--- src/rtl/add_arbiter.sv ---
// Purpose: round-robin arbiter sharing one N-bit ripple adder between two requesters.
// Latency: operands accepted in cycle T give rsp_valid in cycle T+2; one op per 3 cycles at best.
// Backpressure: result holds in RESP until rsp_ready; requests wait (not dropped) while busy.
module add_arbiter #(
    parameter int N = 4
) (
    input  logic         clk,
    input  logic         rst,
    input  logic         req0_valid,
    input  logic [N-1:0] req0_a,
    input  logic [N-1:0] req0_b,
    output logic         req0_ready,
    input  logic         req1_valid,
    input  logic [N-1:0] req1_a,
    input  logic [N-1:0] req1_b,
    output logic         req1_ready,
    output logic         rsp_valid,
    output logic         rsp_id,
    output logic [N:0]   rsp_sum,
    input  logic         rsp_ready,
    output logic         busy,
    output logic [7:0]   op_count
);

    typedef enum logic [1:0] {
        IDLE = 2'd0,
        EXEC = 2'd1,
        RESP = 2'd2
    } state_t;

    // Operation latched at grant time; the adder works only from this copy
    typedef struct packed {
        logic         id;
        logic [N-1:0] a;
        logic [N-1:0] b;
    } op_t;

    state_t state;
    state_t state_nxt;
    logic   ptr;        // requester that wins when both are valid
    op_t    op_q;
    op_t    op_nxt;
    logic   grant_any;
    logic   grant_id;
    logic   carry;
    logic [N:0] sum_full;

    // Next-state, grant and ready generation; readies are only ever raised in IDLE
    always_comb begin
        state_nxt  = state;
        req0_ready = 1'b0;
        req1_ready = 1'b0;
        grant_any  = 1'b0;
        grant_id   = 1'b0;
        op_nxt     = op_q;
        unique case (state)
            IDLE: begin
                // rst gating keeps both readies low for the whole reset window
                if (!rst && (req0_valid || req1_valid)) begin
                    grant_any  = 1'b1;
                    grant_id   = req1_valid && (!req0_valid || ptr);
                    req0_ready = !grant_id;
                    req1_ready = grant_id;
                    op_nxt.id  = grant_id;
                    op_nxt.a   = grant_id ? req1_a : req0_a;
                    op_nxt.b   = grant_id ? req1_b : req0_b;
                    state_nxt  = EXEC;
                end
            end
            EXEC: state_nxt = RESP;
            RESP: begin
                if (rsp_ready) begin
                    state_nxt = IDLE;
                end
            end
            default: state_nxt = IDLE;
        endcase
    end

    // State register
    always_ff @(posedge clk or posedge rst) begin
        if (rst) begin
            state <= IDLE;
        end else begin
            state <= state_nxt;
        end
    end

    // Shared ripple-carry adder, carry-in tied to zero, full N+1-bit result
    always_comb begin
        carry    = 1'b0;
        sum_full = '0;
        for (int i = 0; i < N; i++) begin
            sum_full[i] = op_q.a[i] ^ op_q.b[i] ^ carry;
            carry       = (op_q.a[i] & op_q.b[i]) | (carry & (op_q.a[i] ^ op_q.b[i]));
        end
        sum_full[N] = carry;
    end

    // Operand latch, round-robin pointer, response registers and completion counter
    always_ff @(posedge clk or posedge rst) begin
        if (rst) begin
            ptr       <= 1'b0;
            op_q      <= '0;
            rsp_valid <= 1'b0;
            rsp_id    <= 1'b0;
            rsp_sum   <= '0;
            op_count  <= 8'd0;
        end else begin
            if (grant_any) begin
                op_q <= op_nxt;
                ptr  <= ~grant_id;
            end
            if (state == EXEC) begin
                rsp_valid <= 1'b1;
                rsp_id    <= op_q.id;
                rsp_sum   <= sum_full;
            end
            if (state == RESP && rsp_ready) begin
                rsp_valid <= 1'b0;
                op_count  <= op_count + 8'd1;
            end
        end
    end

    assign busy = (state != IDLE);

endmodule

--- config.mk ---
export PLATFORM = sky130hd
export DESIGN_NAME = add_arbiter
export DESIGN_NICKNAME = d
export VERILOG_FILES = /design/src/rtl/add_arbiter.sv
export SDC_FILE = /design/constraint.sdc
export NUM_CORES = 1
export LEC_CHECK = 0
export ABC_AREA = 0
export CAP_MARGIN = 20
export CORE_MARGIN = 3
export CORE_UTILIZATION = 35
export CTS_CLUSTER_DIAMETER = 60
export DETAILED_ROUTE_END_ITERATION = 6
export PLACE_DENSITY = 0.64
export SYNTH_ARGS = -nofsm -noshare
export SYNTH_HDL_FRONTEND = slang
export SYNTH_SLANG_ARGS = --single-unit
--- constraint.sdc ---
create_clock -name clk -period 1.8 [get_ports clk]
set_input_delay 0.36 -clock clk [delete_from_list [all_inputs] [get_ports clk]]
set_output_delay 0.36 -clock clk [all_outputs]
set_load 0.005 [all_outputs]
==> flow_summary.json <==
{
  "status": "finished with violations",
  "violations": "setup timing",
  "min_path_type": "in2async",
  "synthTopCellsByArea": "dfrtp_1 (50%), a2bb2oi_2 (8.9%), o32ai_1 (5.2%)",
  "finalNetCount": 180,
  "fp.dieH_um": 68.02,
  "rr_worst_depth": 6,
  "grt_pass1_vias": 989,
  "wirelength_mm": 2.645,
  "cts_hold_buffers": 0,
  "syn_avg_cell_area_um2": 13.33,
  "powerDensity_nw_per_um2": 1327,
  "synth_commonest_cells": "dfrtp_1 (27), a2bb2oi_2 (8), o32ai_1 (8), inv_1 (5)",
  "p_leak_nw": 0.8603,
  "worstPathArrival_ns": 2.10,
  "maxCapViolations": 0,
  "synth.distinct_cells": 32,
  "hpwl_mm": 2.108,
  "n_antenna_cell": 0,
  "final_hold_viol_count": 0,
  "drv_slew": 0,
  "cp_common_cell": "fa_2",
  "dieArea_um2": 4627,
  "gp_routability_congestion": 0.7003,
  "syn_inst": 101,
  "slowest_delay_ns": 0.40,
  "initial_utilization": 0.3824,
  "vias_per_cell": 4.854,
  "setup_tns_ns": -0.1027,
  "root_buffer": "clkbuf_8",
  "grt_max_degree": 26,
  "area_growth_pct": 43.31,
  "total_power_mw": 2.561,
  "worst_slack_ns": -0.1027,
  "holdWs_ns": 0.4689,
  "synth_most_common_cell": "dfrtp_1",
  "ys_warn_count": 0,
  "path_buf_inv": 1,
  "detail_route.first_pass.iterations": 4,
  "rsz0062_at_grt": "yes",
  "clock_latency_ns": 0.27,
  "async_flop_share": 1.000,
  "synth_edf_count": 0,
  "path_max_fanout": 2,
  "synth_area_leader_cell": "dfrtp_1",
  "worst_setup_path_end_kind": "flop",
  "worst_pin_slew_ns": 0.4943,
  "timing.final.crit_share": 1.057,
  "cts_buffers": 3,
  "cts_sinks": 27,
  "antenna_found_initial": 0,
  "io_pins": 39,
  "path_cells": "ha_2 > fa_2 > fa_2 > inv_2 > fa_1 > o21ai_1",
  "io_buffers": 38,
  "synth_top_area_frac": 0.5019,
  "synth-seq-area-share": 0.5019,
  "cts.clk_slew.worst_paths_ns": 0.09,
  "synth_ff_type": "dfrtp_1",
  "drc": 0,
  "cts_buffer_depth": 2,
  "final_antenna_net_count": 0,
  "track_usage": 0.1304,
  "setup_violations": 1,
  "critPathTopFamily": "adder cells",
  "syn-num-nets": 127,
  "ir_drop_uv": 455.2,
  "critical_path_depth": 6,
  "rows": 21,
  "ys_ff_latch": 27,
  "cts_htree_levels": 1,
  "cts_tree": "done",
  "wire_per_inst_um": 13.29,
  "critPathRequiredTime_ns": 1.99,
  "start_kind": "flop",
  "grt_pass1_wl_mm": 4.533,
  "cpMaxStageDelayCell": "dfrtp_1",
  "core_area_um2": 3521,
  "slew_headroom": 0.6705,
  "crit_type": "reg2reg",
  "vias": 966,
  "drtIter0Drc": 21,
  "finalCriticalPeriod_ns": 1.903,
  "layout-drive-gt1-share": 0.2876,
  "skew_ns": 0.002328,
  "synth_area_um2": 1346,
  "max_freq_mhz": 525.6,
  "grt_overflow": 0,
  "die_w_um": 68.02
}
## worst paths after layout
kind | start | endpoint | slack (ns)
max | op_q[4]$_DFFE_PP0P_ | rsp_sum[3]$_DFFE_PP0P_ | -0.10
min | rst | op_q[8]$_DFFE_PP0P_ | 0.47
max reg2reg | op_q[4]$_DFFE_PP0P_ | rsp_sum[3]$_DFFE_PP0P_ | -0.10
min reg2reg | op_count[7]$_DFFE_PP0P_ | op_count[7]$_DFFE_PP0P_ | 0.48
max in group asynchronous | rst | op_count[3]$_DFFE_PP0P_ | 0.84
min in group clk | op_count[7]$_DFFE_PP0P_ | op_count[7]$_DFFE_PP0P_ | 0.48
## worst reg2reg max path: cells and delay by family, from the launching register on
kind	cells	cell delay, ns
buffers and inverters	1	0.06
DFF	1	0.40
adders and majority gates	4	1.27
AOI/OAI and AO/OA	1	0.12
## cell families (layout without fill, tap and decap cells)
kind of cell    after synthesis  count (layout)  share of synthesized area
xor+xnor                      7               7                    0.04554
compound gates               25              25                     0.1831
fa+ha+maj                     5               5                    0.06320
simple gates                 21              21                     0.1097
mux                           5               5                    0.05298
buf+inv                      11              63                    0.04368
flops                        27              27                     0.5019
## routing by layer
metal / track usage / part of all wire
met4: 0.05211 / 0.016
met5: 0 / 0
met3: 0.02791 / 0.069
met2: 0.2034 / 0.47
met1: 0.1754 / 0.45
## layout make-up
class,instances,area [um^2]
inverter,6,22.52
clock buffer,4,45.04
tap,46,57.56
timing repair buffer,53,500.5
sequential,27,675.6
fill,330,1592
multi-input combinational,63,628.1
## power breakdown
part	internal [mW]	leakage (nW)	switching (mW)	total (mW)
clock network	0.158	0.0228	0.176	0.334
logic	0.756	0.516	0.415	1.17
registers	0.848	0.322	0.207	1.06
## flip-flops by register name (all words and copies together) (netlist names)
name       cells
rsp_sum        5
state          2
rsp_id         1
op_count       8
ptr            1
op_q           9
rsp_valid      1
## metrics by stage
step / util / worst slack (ns) / instance area [um^2] / std cells
floorplan: - / -0.04698 / 1354 / 101
global placement: 0.5320 / -0.2875 / 1873 / 194
detailed placement: 0.5320 / -0.3357 / 1873 / 194
CTS: 0.5462 / -0.1122 / 1923 / 198
global route: 0.5480 / -0.1762 / 1929 / 199
finish: 0.5480 / -0.1027 / 1929 / 199
## cells in the final DEF, fill, tap and decap left out, types with 2 or more instances in the layout
| cell | synthesis | layout |
|---|---|---|
| inv_1 | 5 | 4 |
| clkbuf_8 | 0 | 3 |
| xor2_1 | 4 | 4 |
| mux2_4 | 4 | 4 |
| a21oi_1 | 2 | 2 |
| inv_2 | 1 | 2 |
| o21ai_1 | 3 | 3 |
| fa_2 | 0 | 2 |
| o32ai_1 | 8 | 8 |
| xnor2_1 | 3 | 3 |
| nand2_1 | 3 | 3 |
| nand3_1 | 3 | 3 |
| a2bb2oi_2 | 8 | 8 |
| nor2_1 | 2 | 2 |
| buf_4 | 2 | 14 |
| clkdlybuf4s50_1 | 0 | 34 |
| dfrtp_1 | 27 | 27 |
| nor3_2 | 4 | 4 |
| dlymetal6s2s_1 | 0 | 2 |
| nand2b_1 | 2 | 2 |
## timing repair
item,in CTS,in global routing
buffers inserted,0,1
resized for setup,4,7
pin swaps,0,2
setup endpoints to repair,3,4
hold endpoints to repair,0,0
(Power assumes the default switching activity.)
